File: src/rtl/store_align_pkg.sv
// ---------------------------------------------------------------------------
// store_align_pkg
// Shared types for the store-data path between the MEM stage and the
// data-memory port: access-size encoding, queue FSM states, the queue entry
// layout and a size-clamping helper.
// ---------------------------------------------------------------------------
package store_align_pkg;

  // Access size as log2(bytes).
  typedef enum logic [1:0] {
    SZ_B = 2'd0,
    SZ_H = 2'd1,
    SZ_W = 2'd2,
    SZ_D = 2'd3
  } size_t;

  // Write-port sequencing states.
  typedef enum logic [1:0] {
    IDLE  = 2'd0,
    WR_LO = 2'd1,
    WR_HI = 2'd2
  } sq_state_t;

  // Native widths of the core this path was written for.
  localparam int unsigned SQ_ADDR_W = 32;
  localparam int unsigned SQ_DATA_W = 32;

  // Queue entry layout at the native width. The queue declares an
  // identically ordered, width-parametrised copy so it can be reused on
  // wider data ports.
  typedef struct packed {
    logic [SQ_ADDR_W-1:0] addr;
    logic [SQ_DATA_W-1:0] data;
    size_t                size;
  } sq_entry_t;

  // A store wider than the data port cannot be expressed as at most two
  // beats, so its size is clamped to a full port word.
  function automatic size_t clamp_size(input logic [1:0]  size,
                                       input int unsigned max_size);
    if ({30'd0, size} > max_size) begin
      return size_t'(max_size[1:0]);
    end
    return size_t'(size);
  endfunction

endpackage

File: src/rtl/store_lane_align.sv
// ---------------------------------------------------------------------------
// store_lane_align
// Purely combinational store aligner. Places right-justified store data and
// its byte enables onto the memory byte lanes selected by the address
// offset, and reports whether the access spills into the next word.
// Written so the load-side extractor can reuse the same lane arithmetic.
//
// Ports
//   addr_i      byte address of the access
//   data_i      right-justified store data
//   size_i      access size (log2 bytes), already clamped to the port width
//   lo_addr_o   word-aligned address of the first beat
//   hi_addr_o   address of the following word (second beat)
//   lo_be_o     byte enables of the first beat
//   hi_be_o     byte enables of the second beat
//   lo_wdata_o  lane-aligned data of the first beat (disabled bytes zero)
//   hi_wdata_o  lane-aligned data of the second beat (disabled bytes zero)
//   split_o     access crosses a word boundary and needs the second beat
// DATA_W is a power of two and at least 16.
// ---------------------------------------------------------------------------
module store_lane_align
  import store_align_pkg::*;
#(
  parameter int unsigned DATA_W = 32,
  parameter int unsigned ADDR_W = 32
) (
  input  logic [ADDR_W-1:0]   addr_i,
  input  logic [DATA_W-1:0]   data_i,
  input  size_t               size_i,
  output logic [ADDR_W-1:0]   lo_addr_o,
  output logic [ADDR_W-1:0]   hi_addr_o,
  output logic [DATA_W/8-1:0] lo_be_o,
  output logic [DATA_W/8-1:0] hi_be_o,
  output logic [DATA_W-1:0]   lo_wdata_o,
  output logic [DATA_W-1:0]   hi_wdata_o,
  output logic                split_o
);

  localparam int unsigned BYTES = DATA_W / 8;
  localparam int unsigned OB    = $clog2(BYTES);
  localparam int unsigned SW    = OB + 5;

  logic [OB-1:0]         off;
  logic [3:0]            nb;
  logic [2*BYTES-1:0]    mask;
  logic [2*DATA_W-1:0]   shifted;
  logic [2*DATA_W-1:0]   masked;
  logic [SW-1:0]         span;
  logic [ADDR_W-1:0]     base;

  assign off = addr_i[OB-1:0];
  assign nb  = 4'd1 << size_i;

  // Both the mask and the data are shifted in a double-width window so the
  // upper half directly becomes the second beat.
  assign mask    = (~({(2*BYTES){1'b1}} << nb)) << off;
  assign shifted = {{DATA_W{1'b0}}, data_i} << {off, 3'b000};

  // Caller data above the access size is not guaranteed to be zero, so
  // every lane without an enable is forced to zero.
  always_comb begin
    masked = '0;
    for (int i = 0; i < 2 * BYTES; i++) begin
      masked[8*i +: 8] = mask[i] ? shifted[8*i +: 8] : 8'h00;
    end
  end

  assign span    = SW'(off) + SW'(nb);
  assign split_o = (span > SW'(BYTES));

  assign base       = {addr_i[ADDR_W-1:OB], {OB{1'b0}}};
  assign lo_addr_o  = base;
  assign hi_addr_o  = base + ADDR_W'(BYTES);
  assign lo_be_o    = mask[BYTES-1:0];
  assign hi_be_o    = mask[2*BYTES-1:BYTES];
  assign lo_wdata_o = masked[DATA_W-1:0];
  assign hi_wdata_o = masked[2*DATA_W-1:DATA_W];

endmodule

File: src/rtl/store_align_queue.sv
// ---------------------------------------------------------------------------
// store_align_queue
// Store-data path between the MEM stage and the data-memory port. Queues up
// to DEPTH stores, aligns each to its byte lanes and issues one memory write
// at a time, splitting word-crossing stores into a LO and a HI beat.
//
// Ports
//   clk, rst         clock; synchronous active-high reset
//   st_valid         store request valid
//   st_ready         queue can accept a store (not full)
//   st_addr          byte address of the store
//   st_data          right-justified store data
//   st_size          log2(bytes); clamped to the port width on push
//   mem_write        write request, held until mem_resp
//   mem_address      word-aligned write address
//   mem_wdata        lane-aligned write data
//   mem_byte_enable  byte-lane enables
//   mem_resp         one-cycle write acknowledge
//   count            occupied queue entries
//   busy             entries pending or a write in progress
// ---------------------------------------------------------------------------
module store_align_queue
  import store_align_pkg::*;
#(
  parameter int unsigned DATA_W = 32,
  parameter int unsigned ADDR_W = 32,
  parameter int unsigned DEPTH  = 4
) (
  input  logic                       clk,
  input  logic                       rst,
  input  logic                       st_valid,
  output logic                       st_ready,
  input  logic [ADDR_W-1:0]          st_addr,
  input  logic [DATA_W-1:0]          st_data,
  input  logic [1:0]                 st_size,
  output logic                       mem_write,
  output logic [ADDR_W-1:0]          mem_address,
  output logic [DATA_W-1:0]          mem_wdata,
  output logic [DATA_W/8-1:0]        mem_byte_enable,
  input  logic                       mem_resp,
  output logic [$clog2(DEPTH):0]     count,
  output logic                       busy
);

  localparam int unsigned BYTES = DATA_W / 8;
  localparam int unsigned OB    = $clog2(BYTES);
  localparam int unsigned PW    = $clog2(DEPTH);
  localparam int unsigned CW    = PW + 1;

  typedef struct packed {
    logic [ADDR_W-1:0] addr;
    logic [DATA_W-1:0] data;
    size_t             size;
  } entry_t;

  entry_t              fifo_q [DEPTH];
  logic [PW-1:0]       wr_ptr_q, wr_ptr_d;
  logic [PW-1:0]       rd_ptr_q, rd_ptr_d;
  logic [CW-1:0]       count_q, count_d;
  sq_state_t           state_q, state_d;
  logic                split_q;

  logic                full;
  logic                push;
  logic                pop;
  entry_t              head_nxt;

  logic [ADDR_W-1:0]   al_lo_addr, al_hi_addr;
  logic [BYTES-1:0]    al_lo_be, al_hi_be;
  logic [DATA_W-1:0]   al_lo_wdata, al_hi_wdata;
  logic                al_split;

  logic                mem_write_q, mem_write_d;
  logic [ADDR_W-1:0]   mem_address_q, mem_address_d;
  logic [DATA_W-1:0]   mem_wdata_q, mem_wdata_d;
  logic [BYTES-1:0]    mem_be_q, mem_be_d;

  assign full = (count_q == CW'(DEPTH));
  assign push = st_valid & ~full;

  // Next-state logic. A store is popped only once its last beat is
  // acknowledged; with more work queued the FSM stays in WR_LO so the next
  // head is presented on the very next cycle.
  always_comb begin
    state_d = state_q;
    pop     = 1'b0;
    unique case (state_q)
      IDLE: begin
        if (count_q != '0) begin
          state_d = WR_LO;
        end
      end
      WR_LO: begin
        if (mem_resp) begin
          if (split_q) begin
            state_d = WR_HI;
          end else begin
            pop     = 1'b1;
            state_d = (count_q > CW'(1)) ? WR_LO : IDLE;
          end
        end
      end
      WR_HI: begin
        if (mem_resp) begin
          pop     = 1'b1;
          state_d = (count_q > CW'(1)) ? WR_LO : IDLE;
        end
      end
      default: state_d = IDLE;
    endcase
  end

  assign wr_ptr_d = wr_ptr_q + PW'(push);
  assign rd_ptr_d = rd_ptr_q + PW'(pop);
  assign count_d  = count_q + CW'(push) - CW'(pop);

  // The output registers are loaded from the entry that will be at the head
  // after this edge, so the beat appears together with the state change.
  // Any entry read here was written on an earlier edge: the FSM leaves IDLE
  // only when the queue already holds data, and the next head after a pop
  // exists only when more than one entry was queued.
  assign head_nxt = fifo_q[rd_ptr_d];

  store_lane_align #(
    .DATA_W (DATA_W),
    .ADDR_W (ADDR_W)
  ) u_align (
    .addr_i     (head_nxt.addr),
    .data_i     (head_nxt.data),
    .size_i     (head_nxt.size),
    .lo_addr_o  (al_lo_addr),
    .hi_addr_o  (al_hi_addr),
    .lo_be_o    (al_lo_be),
    .hi_be_o    (al_hi_be),
    .lo_wdata_o (al_lo_wdata),
    .hi_wdata_o (al_hi_wdata),
    .split_o    (al_split)
  );

  // Beat selection off the next state; everything reads as zero in IDLE.
  always_comb begin
    mem_write_d   = 1'b0;
    mem_address_d = '0;
    mem_wdata_d   = '0;
    mem_be_d      = '0;
    unique case (state_d)
      WR_LO: begin
        mem_write_d   = 1'b1;
        mem_address_d = al_lo_addr;
        mem_wdata_d   = al_lo_wdata;
        mem_be_d      = al_lo_be;
      end
      WR_HI: begin
        mem_write_d   = 1'b1;
        mem_address_d = al_hi_addr;
        mem_wdata_d   = al_hi_wdata;
        mem_be_d      = al_hi_be;
      end
      default: begin
        mem_write_d = 1'b0;
      end
    endcase
  end

  // Control state and output registers. Reset wins at the next edge even in
  // the middle of a split store, so a pending HI beat is simply dropped.
  always_ff @(posedge clk) begin
    if (rst) begin
      state_q       <= IDLE;
      wr_ptr_q      <= '0;
      rd_ptr_q      <= '0;
      count_q       <= '0;
      split_q       <= 1'b0;
      mem_write_q   <= 1'b0;
      mem_address_q <= '0;
      mem_wdata_q   <= '0;
      mem_be_q      <= '0;
    end else begin
      state_q       <= state_d;
      wr_ptr_q      <= wr_ptr_d;
      rd_ptr_q      <= rd_ptr_d;
      count_q       <= count_d;
      split_q       <= al_split;
      mem_write_q   <= mem_write_d;
      mem_address_q <= mem_address_d;
      mem_wdata_q   <= mem_wdata_d;
      mem_be_q      <= mem_be_d;
    end
  end

  // Entry storage needs no reset; only the pointers define what is valid.
  always_ff @(posedge clk) begin
    if (push) begin
      fifo_q[wr_ptr_q] <= '{addr: st_addr,
                            data: st_data,
                            size: clamp_size(st_size, OB)};
    end
  end

  assign st_ready        = ~full;
  assign mem_write       = mem_write_q;
  assign mem_address     = mem_address_q;
  assign mem_wdata       = mem_wdata_q;
  assign mem_byte_enable = mem_be_q;
  assign count           = count_q;
  assign busy            = (count_q != '0) || (state_q != IDLE);

endmodule
File: config.mk
export PLATFORM = sky130hd
export DESIGN_NAME = store_align_queue
export DESIGN_NICKNAME = d
export VERILOG_FILES = /design/src/rtl/store_align_pkg.sv /design/src/rtl/store_lane_align.sv /design/src/rtl/store_align_queue.sv
export SDC_FILE = /design/constraint.sdc
export NUM_CORES = 1
export LEC_CHECK = 0
export ABC_AREA = 0
export ABC_CLOCK_PERIOD_IN_PS = 12700
export BUFFER_PORTS_ARGS = -buffer_cell sky130_fd_sc_hd__buf_2
export CORE_ASPECT_RATIO = 2
export CORE_MARGIN = 2
export CORE_UTILIZATION = 65
export CTS_BUF_LIST = sky130_fd_sc_hd__clkbuf_4 sky130_fd_sc_hd__clkbuf_8
export DETAILED_ROUTE_END_ITERATION = 16
export HOLD_SLACK_MARGIN = 0.08
export PLACE_DENSITY = 0.87
export RECOVER_POWER = 100
export REMOVE_ABC_BUFFERS = 1
export SLEW_MARGIN = 20
export SYNTH_ARGS = -nofsm -noshare
export SYNTH_HDL_FRONTEND = slang
export SYNTH_SLANG_ARGS = --single-unit
export TNS_END_PERCENT = 1
File: constraint.sdc
create_clock -name clk -period 12.7 [get_ports clk]
set_input_delay 0.635 -clock clk [delete_from_list [all_inputs] [get_ports clk]]
set_output_delay 0.635 -clock clk [all_outputs]
set_load 0.05 [all_outputs]
==> results.cfg, run 1 <==
[grt]
grt_max_degree = 52
grt_pass1_vias = 8085
antenna_found_initial = 2
overflow = 0
grt_usage_pct = 25.1
grt_pass1_wl_mm = 42.8

[timing]
hold_viol = 0
fin_skew_ns = 0.0147
finalSetupViolations = 0
clock.fmax_mhz = 122
maxSlewHeadroom_pct = -149
tightest_slew_ns = 3.74
setup_slack_ns = 4.50
slew_viol_final = 307
rsz0062_at_grt = false
setup_tns_ns = 0
fin_crit_ns = 8.20
final.period_utilization_pct = 64.5

[placed_design]
place_inst = 1226
dp_hpwl_mm = 18.9
pre_cts_slack_ns = 7.58
port-buffer-count = 141
place_congestion = 0.887

[cells_and_area]
nets = 1088
finish.utilization_pct = 73.7
drive_gt1_share_pct = 14.8
area_delta_synth_final_pct = 10.8
fin_cells = 1307
final_common_cell = edfxtp_1
mostFrequentLayoutCells = 264 x edfxtp_1, 145 x clkbuf_1, 77 x dfxtp_1, 70 x nand2_1, 51 x mux4_2

[logic_synthesis]
async_reset_ff_share_pct = 0
ys_seq_area_share_pct = 67.7
yosys_warnings = 0
synth_edf_count = 264
synth_cells = 848
syn_area_per_cell_sq_um = 16.5
syn_area_sq_um = 14000
synth_seq_cells = 341
synth_ff_type = edfxtp_1
synth.distinct_cells = 60

[outcome]
failed_checks = capacitance limit, slew limit
outcome = complete, but fails checks

[setup_path]
critical_path.cell_chain = inv_1 > ha_1 > nor2b_1 > o21ai_0 > nor2_1 > ha_1 > clkbuf_1 > mux4_2 > nor2_1 > o21a_1 > a22o_1
crit_type = flip-flop to flip-flop
cp_slowest_cell = clkbuf_1
start_kind = flip-flop
cp-end-kind = flip-flop
worstPathArrival_ns = 8.70
critPathMaxFanout = 49
cp.required_ns = 13.20
crit_path_max_incr_delay_ns = 2.72

[drt]
dr_total_vias = 7943
wl_mm = 28.1
drt-initial-drc-count = 432
drt_pass1_iterations = 5
wl_per_cell_microns = 21.5
avgViaCountPerCell = 6.08
postRouteAntennaNets = 0
drc = 0

[power_and_ir_drop]
vdd_drop_max_mv = 0.151
clock_power_share_pct = 26.3
share_comb_of_total_power_pct = 28.1
switching_share_pct = 33.0
p_leak_nw = 5.16
seqPwrFrac_pct = 45.6
power_report.internal_total_mw = 2.08
p_per_area_nw_per_um2 = 201
p_switching_mw = 1.03

[clock_tree]
cts_tree = done
clkTransAtPathRegs_ns = 0.07
clock_path_buffers = 3
ctsResizeCount = 0
root_buffer = clkbuf_8
numCtsBuffers = 43
clk_latency_ns = 0.56
post_cts.repair.setup_buffers = 0
cts_sinks = 341
cts_hold_buf = 0
htreeDepth = 2

[floorplanning]
die_h_microns = 211
dieArea_sq_um = 22800
ioPinCount = 144
rows = 75
die_w_microns = 108
start_util_pct = 66.5
coreArea_sq_um = 21000

[job]
cap_violations = 7

[worst_hold_path]
hp-class = input port to flip-flop
## synthesized netlist by cell type, types with 14 or more instances
master	instances	area share [%]
edfxtp_1	264	57
dfxtp_1	77	11
nand2_1	70	1.9
mux4_2	51	8.2
nor2_1	48	1.3
mux2i_1	28	2.0
o21ai_0	27	0.97
xor2_1	22	1.4
a22o_1	17	1.1
nand3_1	16	0.57
o21ai_1	16	0.57
inv_1	15	0.40
mux4_1	15	2.8
ha_1	14	1.3
## logic make-up after synthesis
group           Yosys count  share of synthesized area [%]
flops                   341                           67.7
simple gates            191                           7.04
compound gates          108                           5.37
mux                     102                           13.7
buf+inv                  59                           2.68
xor+xnor                 30                           1.93
fa+ha+maj                16                           1.54
other cells               1                         0.0268
## routing by layer
metal  share of wire (%)  track usage [%]
met1                  34             28.7
met2                  54             44.1
met3                 5.9             3.91
met4                 5.6             14.5
met5               0.039                0
## stage by stage
step / instance area [sq um] / total power [mW] / hold slack [ns]
2_1_floorplan: 13700 / 2.10 / 0.525
3_5_place_dp: 14800 / 2.33 / 0.600
5_1_grt: 15500 / 3.24 / 0.324
3_3_place_gp: 14800 / 2.30 / 0.571
4_1_cts: 15700 / 3.14 / 0.262
6_report: 15500 / 3.11 / 0.326
## flip-flops by register name, indices dropped and copies added, names as in the netlist
register         flops
state_q              2
wr_ptr_q             2
mem_wdata           32
count                3
mem_write            1
rd_ptr_q             2
mem_byte_enable      4
fifo_q             264
split_q              1
mem_address         30
## final cells by class
cell class / instances / area (sq um)
flip-flops and latches: 341 / 9470
well taps: 269 / 337
multi-input cells: 449 / 4130
fillers: 1332 / 5520
diodes: 2 / 5.00
repair buffers: 152 / 587
clock inverters: 17 / 168
inverters: 15 / 56.3
clock buffers: 62 / 747
## final timing paths
path / endpoint / startpoint / cells past startpoint / slack [ns]
max: mem_wdata[16]$_SDFF_PP0_ / state_q[1]$_SDFF_PP0_ / 11 / 4.50
min: fifo_q[1][7]$_DFFE_PP_ / st_data[5] / 1 / 0.33
max reg2reg: mem_wdata[16]$_SDFF_PP0_ / state_q[1]$_SDFF_PP0_ / 11 / 4.50
min reg2reg: wr_ptr_q[1]$_SDFF_PP0_ / wr_ptr_q[1]$_SDFF_PP0_ / 2 / 0.63
## worst max-delay path: cells and delay by family, from the launching register on
family          cells  cell delay (ns)
flops               1             0.38
simple gates        3             1.06
compound gates      3             0.98
fa+ha+maj           2             1.70
mux                 1             1.15
buf+inv             2             2.80
## power by group through the flow
stage	Combinational [mW]	Sequential, mW	Clock, mW
2_1_floorplan	0.498	1.61	0
3_3_place_gp	0.880	1.42	0
4_1_cts	0.898	1.41	0.832
5_1_grt	0.938	1.43	0.872
6_report	0.874	1.42	0.818
3_5_place_dp	0.895	1.43	0
No activity file was read; power rests on OpenSTA's default activity.
==> inputs of run 2 (changes only) <==
--- a/config.mk
+++ b/config.mk
@@ -6,15 +6,15 @@
 export NUM_CORES = 1
 export LEC_CHECK = 0
 export ABC_AREA = 0
-export ABC_CLOCK_PERIOD_IN_PS = 12700
+export ABC_CLOCK_PERIOD_IN_PS = 7400
 export BUFFER_PORTS_ARGS = -buffer_cell sky130_fd_sc_hd__buf_2
 export CORE_ASPECT_RATIO = 2
 export CORE_MARGIN = 2
-export CORE_UTILIZATION = 65
+export CORE_UTILIZATION = 55
 export CTS_BUF_LIST = sky130_fd_sc_hd__clkbuf_4 sky130_fd_sc_hd__clkbuf_8
 export DETAILED_ROUTE_END_ITERATION = 16
 export HOLD_SLACK_MARGIN = 0.08
-export PLACE_DENSITY = 0.87
+export PLACE_DENSITY = 0.78
 export RECOVER_POWER = 100
 export REMOVE_ABC_BUFFERS = 1
 export SLEW_MARGIN = 20
==> constraint.sdc (replaced) <==
create_clock -name clk -period 7.4 [get_ports clk]
set_input_delay 0.37 -clock clk [delete_from_list [all_inputs] [get_ports clk]]
set_output_delay 0.37 -clock clk [all_outputs]
set_load 0.05 [all_outputs]
==> run 2 against run 1 <==
The run still ends with capacitance limit, slew limit left. Via count up 2.7%. Worst setup slack worse by 2.5 ns. Sequential share of layout area fell by 3.1 points. Non-clock buffer count increased by 64. Critical endpoint unchanged. Critical path type unchanged. Largest cell class unchanged. Clock skew increased by 0.0083 ns. Global-route usage down 2.3 points.
==> results.cfg, run 2 (synthesis gave the netlist of run 1 again) <==
[outcome]
outcome = complete, but fails checks
failed_checks = capacitance limit, slew limit

[cells_and_area]
fin_cells = 1442
regMostFlops = fifo_q
fillCellCount = 1912
final_common_cell = edfxtp_1
largest_reg_flops = 264
drive_gt1_share_pct = 14.7
finalInstanceArea_sq_um = 16300
finish.utilization_pct = 65.3
mostFrequentLayoutCells = 264 x edfxtp_1, 141 x clkbuf_1, 77 x dfxtp_1, 70 x nand2_1, 65 x dlygate4sd3_1
area_delta_synth_final_pct = 16.9
nets = 1155

[timing]
rsz0062_at_grt = false
maxSlewHeadroom_pct = -191
fin_crit_ns = 5.38
slew_viol_final = 297
hold_viol = 0
fin_skew_ns = 0.0230
setup_slack_ns = 2.02
tightest_slew_ns = 4.36
setup_tns_ns = 0
final.period_utilization_pct = 72.7
hold_slack_ns = 0.141
finalSetupViolations = 0
clock.fmax_mhz = 186

[power_and_ir_drop]
p_leak_nw = 5.50
seqPwrFrac_pct = 44.4
total_power_mw = 5.50
vdd_drop_max_mv = 0.231
power_report.internal_total_mw = 3.69
switching_share_pct = 32.9
share_comb_of_total_power_pct = 27.9
clock_power_share_pct = 27.7
p_switching_mw = 1.81
p_per_area_nw_per_um2 = 337

[drt]
wl_per_cell_microns = 20.8
drt_pass1_iterations = 5
postRouteAntennaNets = 0
avgViaCountPerCell = 5.66
drc = 0
drt-initial-drc-count = 526
wl_mm = 30.0
dr_total_vias = 8158

[clock_tree]
cts_tree = done
clock_path_buffers = 3
root_buffer = clkbuf_8
numCtsBuffers = 46
cts_sinks = 341
clk_latency_ns = 0.57
clkTransAtPathRegs_ns = 0.06
htreeDepth = 2
ctsResizeCount = 0

[grt]
overflow = 0
grt_usage_pct = 22.8
grt_pass1_vias = 8415
grt_pass1_wl_mm = 45.3
antenna_found_initial = 1
grt_max_degree = 67

[job]
cap_violations = 5

[setup_path]
crit_start = state_q[1]$_SDFF_PP0_
r2r_cells = 11
critPathMaxFanout = 31
start_kind = flip-flop
cp.required_ns = 7.89
crit_type = flip-flop to flip-flop
cp-end-kind = flip-flop
reg2reg_to = mem_wdata[16]$_SDFF_PP0_
crit_end = mem_wdata[16]$_SDFF_PP0_
r2r_slack_ns = 2.02
r2r_start = state_q[1]$_SDFF_PP0_
worstPathArrival_ns = 5.87

[placed_design]
place_congestion = 0.854
place_area_sq_um = 14900
place_inst = 1292
pre_cts_slack_ns = 2.63
port-buffer-count = 141
dp_hpwl_mm = 19.0

[floorplanning]
die_h_microns = 229
rows = 82
ioPinCount = 144
coreArea_sq_um = 25000
start_util_pct = 55.9
die_w_microns = 117
dieArea_sq_um = 26800

[worst_hold_path]
hp-class = input port to flip-flop
## run 2: cell count changes in the layout (fill, tap and decap cells not counted), moves of 2 or more
cell | previous run | this run
buf_4 | 3 | 6
clkbuf_1 | 145 | 141
clkbuf_4 | 17 | 10
clkbuf_8 | 45 | 53
clkinv_2 | 4 | 8
clkinvlp_4 | 4 | 2
dlygate4sd3_1 | 0 | 65
## run 2: cell type report
cell class	instances	area (sq um)	area share, %
flip-flops and latches	341	9470	58.0
multi-input cells	449	4130	25.3
repair buffers	216	1240	7.62
clock buffers	63	805	4.92
well taps	336	420	2.57
clock inverters	21	211	1.29
inverters	15	56.3	0.345
diodes	1	2.50	0.0153
## run 2: power groups by stage
stage / sequential [mW] / combinational (mW) / clock, mW
floorplan: 2.76 / 0.855 / 0
global placement: 2.45 / 1.53 / 0
detailed placement: 2.46 / 1.55 / 0
CTS: 2.42 / 1.58 / 1.56
global route: 2.46 / 1.65 / 1.63
finish: 2.44 / 1.53 / 1.52
## run 2: per-layer routing
layer	track usage (%)	vias up	part of all wire [%]
li1	-	3742	-
met1	25.5	4004	34
met5	0	-	0
met3	3.18	85	6.0
met4	10.8	0	4.5
met2	41.5	327	56
## run 2: how the worst min path moves through the flow
stage                                start                        end  slack (ns)  cells past startpoint
finish                                 rst        count[1]$_SDFF_PP0_        0.14                      2
floorplan                              rst        count[1]$_SDFF_PP0_        0.44                      1
global placement    wr_ptr_q[1]$_SDFF_PP0_     wr_ptr_q[1]$_SDFF_PP0_        0.57                      2
CTS                                    rst        count[1]$_SDFF_PP0_        0.12                      2
detailed placement             st_data[29]    fifo_q[0][31]$_DFFE_PP_        0.59                      1
global route                           rst  mem_address[2]$_SDFF_PP0_        0.15                      2
## run 2: worst max-delay path: stages, from the launching register on
cell	delay, ns
dfxtp_1	0.37
inv_1	0.08
ha_1	0.21
nor2b_1	0.14
o21ai_0	0.33
nor2_1	0.13
ha_1	0.91
mux4_2	0.89
inv_1	0.50
nor2_1	0.88
o21a_1	0.54
a22o_1	0.27
## run 2: timing repair
action / CTS / global route
hold buffers: 65 / 0
buffers inserted: 0 / 0
hold endpoints to repair: 260 / 0
==> inputs of run 3 (changes only) <==
--- a/config.mk
+++ b/config.mk
@@ -5,16 +5,16 @@
 export SDC_FILE = /design/constraint.sdc
 export NUM_CORES = 1
 export LEC_CHECK = 0
-export ABC_AREA = 0
-export ABC_CLOCK_PERIOD_IN_PS = 7400
+export ABC_AREA = 1
+export ABC_CLOCK_PERIOD_IN_PS = 4900
 export BUFFER_PORTS_ARGS = -buffer_cell sky130_fd_sc_hd__buf_2
 export CORE_ASPECT_RATIO = 2
 export CORE_MARGIN = 2
-export CORE_UTILIZATION = 55
+export CORE_UTILIZATION = 56
 export CTS_BUF_LIST = sky130_fd_sc_hd__clkbuf_4 sky130_fd_sc_hd__clkbuf_8
 export DETAILED_ROUTE_END_ITERATION = 16
 export HOLD_SLACK_MARGIN = 0.08
-export PLACE_DENSITY = 0.78
+export PLACE_DENSITY = 0.79
 export RECOVER_POWER = 100
 export REMOVE_ABC_BUFFERS = 1
 export SLEW_MARGIN = 20
==> constraint.sdc (replaced) <==
create_clock -name clk -period 4.9 [get_ports clk]
set_input_delay 0.245 -clock clk [delete_from_list [all_inputs] [get_ports clk]]
set_output_delay 0.245 -clock clk [all_outputs]
set_load 0.05 [all_outputs]
==> run 3 against run 2 <==
The flow still finishes with violations (capacitance limit, slew limit). Area after synthesis increased by 9.8%. Final area increased by 8.9%. Largest power group unchanged. Critical path depth increased by 5. Final cell count increased by 55%. Core utilization increased by 0.89 points. Flip-flop and latch count is the same.
==> results.cfg, run 3 <==
[outcome]
outcome = complete, but fails checks
failed_checks = capacitance limit, slew limit

[cells_and_area]
area_delta_synth_final_pct = 16.0
largest_reg_flops = 264
final_common_cell = nand2_1
mostFrequentLayoutCells = 619 x nand2_1, 264 x edfxtp_1, 142 x clkbuf_1, 132 x nor2_1, 108 x inv_1
nets = 1930
drive_gt1_share_pct = 8.51
fin_cells = 2233
regMostFlops = fifo_q
finalInstanceArea_sq_um = 17800

[setup_path]
r2r_cells = 16
r2r_slack_ns = 0.47
crit_type = flip-flop to flip-flop
cp-end-kind = flip-flop
cp.required_ns = 5.40
start_kind = flip-flop
worstPathArrival_ns = 4.93
critPathMaxFanout = 55

[drt]
wl_mm = 40.0
wl_per_cell_microns = 17.9
avgViaCountPerCell = 5.46
drt_pass1_iterations = 6
drt-initial-drc-count = 963
dr_total_vias = 12200
drc = 0
postRouteAntennaNets = 0

[grt]
grt_pass1_vias = 12000
grt_max_degree = 85
grt_usage_pct = 28.1
grt_pass1_wl_mm = 62.1
antenna_found_initial = 4
overflow = 0

[logic_synthesis]
synth.distinct_cells = 45
syn_area_sq_um = 15300
async_reset_ff_share_pct = 0
synth_area_leaders = edfxtp_1 52%, nand2_1 15%, dfxtp_1 10%, nor2_1 3.2%, inv_1 2.6%
synth.most_common_cell = nand2_1
yosys_warnings = 0
yosysTopAreaCell = edfxtp_1
synth_ff_type = edfxtp_1
synth_top_area_share_pct = 51.7
syn_area_per_cell_sq_um = 9.38
synth_edf_count = 264
synth_seq_cells = 341
synth_cells = 1636
synth_common_cells = 616 x nand2_1, 264 x edfxtp_1, 129 x nor2_1, 108 x inv_1, 77 x dfxtp_1
ys_seq_area_share_pct = 61.7

[timing]
tightest_slew_ns = 2.33
hold_viol = 0
maxSlewHeadroom_pct = -55.1
fin_crit_ns = 4.43
clock.fmax_mhz = 226
final.period_utilization_pct = 90.3
slew_viol_final = 115
rsz0062_at_grt = false
fin_skew_ns = 0.0282
finalSetupViolations = 0

[placed_design]
place_area_sq_um = 16300
place_inst = 2078
port-buffer-count = 141
dp_hpwl_mm = 26.1
place_congestion = 0.952

[floorplanning]
die_w_microns = 121
die_h_microns = 238
start_util_pct = 57.0
ioPinCount = 144
dieArea_sq_um = 28800
rows = 85
coreArea_sq_um = 26900

[clock_tree]
clk_latency_ns = 0.60
clock_path_buffers = 3
root_buffer = clkbuf_8
htreeDepth = 2
cts_tree = done
clkTransAtPathRegs_ns = 0.07
cts_sinks = 341
numCtsBuffers = 45

[power_and_ir_drop]
p_leak_nw = 7.07
p_per_area_nw_per_um2 = 517
switching_share_pct = 37.9
share_comb_of_total_power_pct = 33.4
vdd_drop_max_mv = 0.418
p_switching_mw = 3.49
seqPwrFrac_pct = 39.9
power_report.internal_total_mw = 5.71
clock_power_share_pct = 26.7

[job]
cap_violations = 4

[worst_hold_path]
min_path_cells = 6
hp-class = input port to flip-flop
[run 3: power by group through the flow]
stage / logic (mW) / clock network [mW] / registers (mW)
after floorplan: 1.65 / 0 / 4.23
after global placement: 3.01 / 0 / 3.70
final: 3.07 / 2.45 / 3.67
after CTS: 3.12 / 2.48 / 3.65
after global routing: 3.36 / 2.60 / 3.70
after detailed placement: 3.07 / 0 / 3.71
[run 3: critical path, stage by stage, from the launching register on]
cell	delay [ns]
dfxtp_1	0.41
inv_1	0.11
ha_1	0.28
o21ai_0	0.07
nor3_1	0.35
ha_4	0.21
inv_1	0.05
nand2_1	0.05
nand2_1	0.56
buf_12	0.44
nand2_1	0.12
nand2_2	0.27
inv_2	0.54
nand2_1	0.37
o22ai_1	0.26
inv_1	0.06
nor2_1	0.13
[run 3: final timing paths]
check,from,endpoint
worst min-delay path,mem_resp,state_q[1]$_SDFF_PP0_
worst max register to register,state_q[1]$_SDFF_PP0_,mem_wdata[10]$_SDFF_PP0_
worst min register to register,wr_ptr_q[1]$_SDFF_PP0_,wr_ptr_q[1]$_SDFF_PP0_
worst max-delay path,state_q[1]$_SDFF_PP0_,mem_wdata[10]$_SDFF_PP0_
[run 3: final cells by class]
class	count	area [sq um]
Fill cell	2146	9110
Tap cell	348	435
Sequential cell	341	9470
Inverter	122	460
Clock buffer	71	877
Antenna cell	4	10.0
Multi-Input combinational cell	1101	4960
Clock inverter	13	194
Timing Repair Buffer	233	1390
[run 3: timing repair]
action / 4_1_cts / 5_1_grt
setup endpoints to repair: 0 / 0
endpoints found under the hold margin: 275 / 0
gates resized for setup: 0 / 0
hold buffers: 67 / 0
setup buffers: 0 / 0
[run 3: cell families after synthesis]
group	after synthesis	synth area share [%]
xor gates and xnor gates	4	0.228
and+or+nand+nor	855	22.6
muxes	1	0.0652
buffers and inverters	195	5.84
other	1	0.0244
AOI/OAI and AO/OA	223	8.17
adders and majority gates	16	1.40
DFF	341	61.7
[run 3: through the flow]
| step | setup TNS, ns | setup slack [ns] | hold slack (ns) | util [%] | power, mW |
|---|---|---|---|---|---|
| after detailed placement | 0 | 0.701 | 0.459 | 60.6 | 6.78 |
| after global routing | 0 | 0.173 | 0.245 | 66.1 | 9.65 |
| after global placement | 0 | 0.887 | 0.454 | 60.6 | 6.70 |
| after floorplan | -534.25 | -1.96 | 0.312 | - | 5.88 |
| after CTS | 0 | 0.687 | 0.177 | 67.1 | 9.26 |
| final | 0 | 0.473 | 0.208 | 66.2 | 9.19 |
[run 3: routing by layer]
| layer | GRT usage (%) | part of all wire (%) | vias to the layer above | routed length [microns] |
|---|---|---|---|---|
| met4 | 15.4 | 5.4 | 0 | 2180 |
| li1 | - | - | 5804 | - |
| met3 | 4.11 | 5.9 | 145 | 2350 |
| met2 | 51.9 | 54 | 509 | 21500 |
| met1 | 30.1 | 35 | 5724 | 13900 |
| met5 | 0 | 0 | - | 0 |
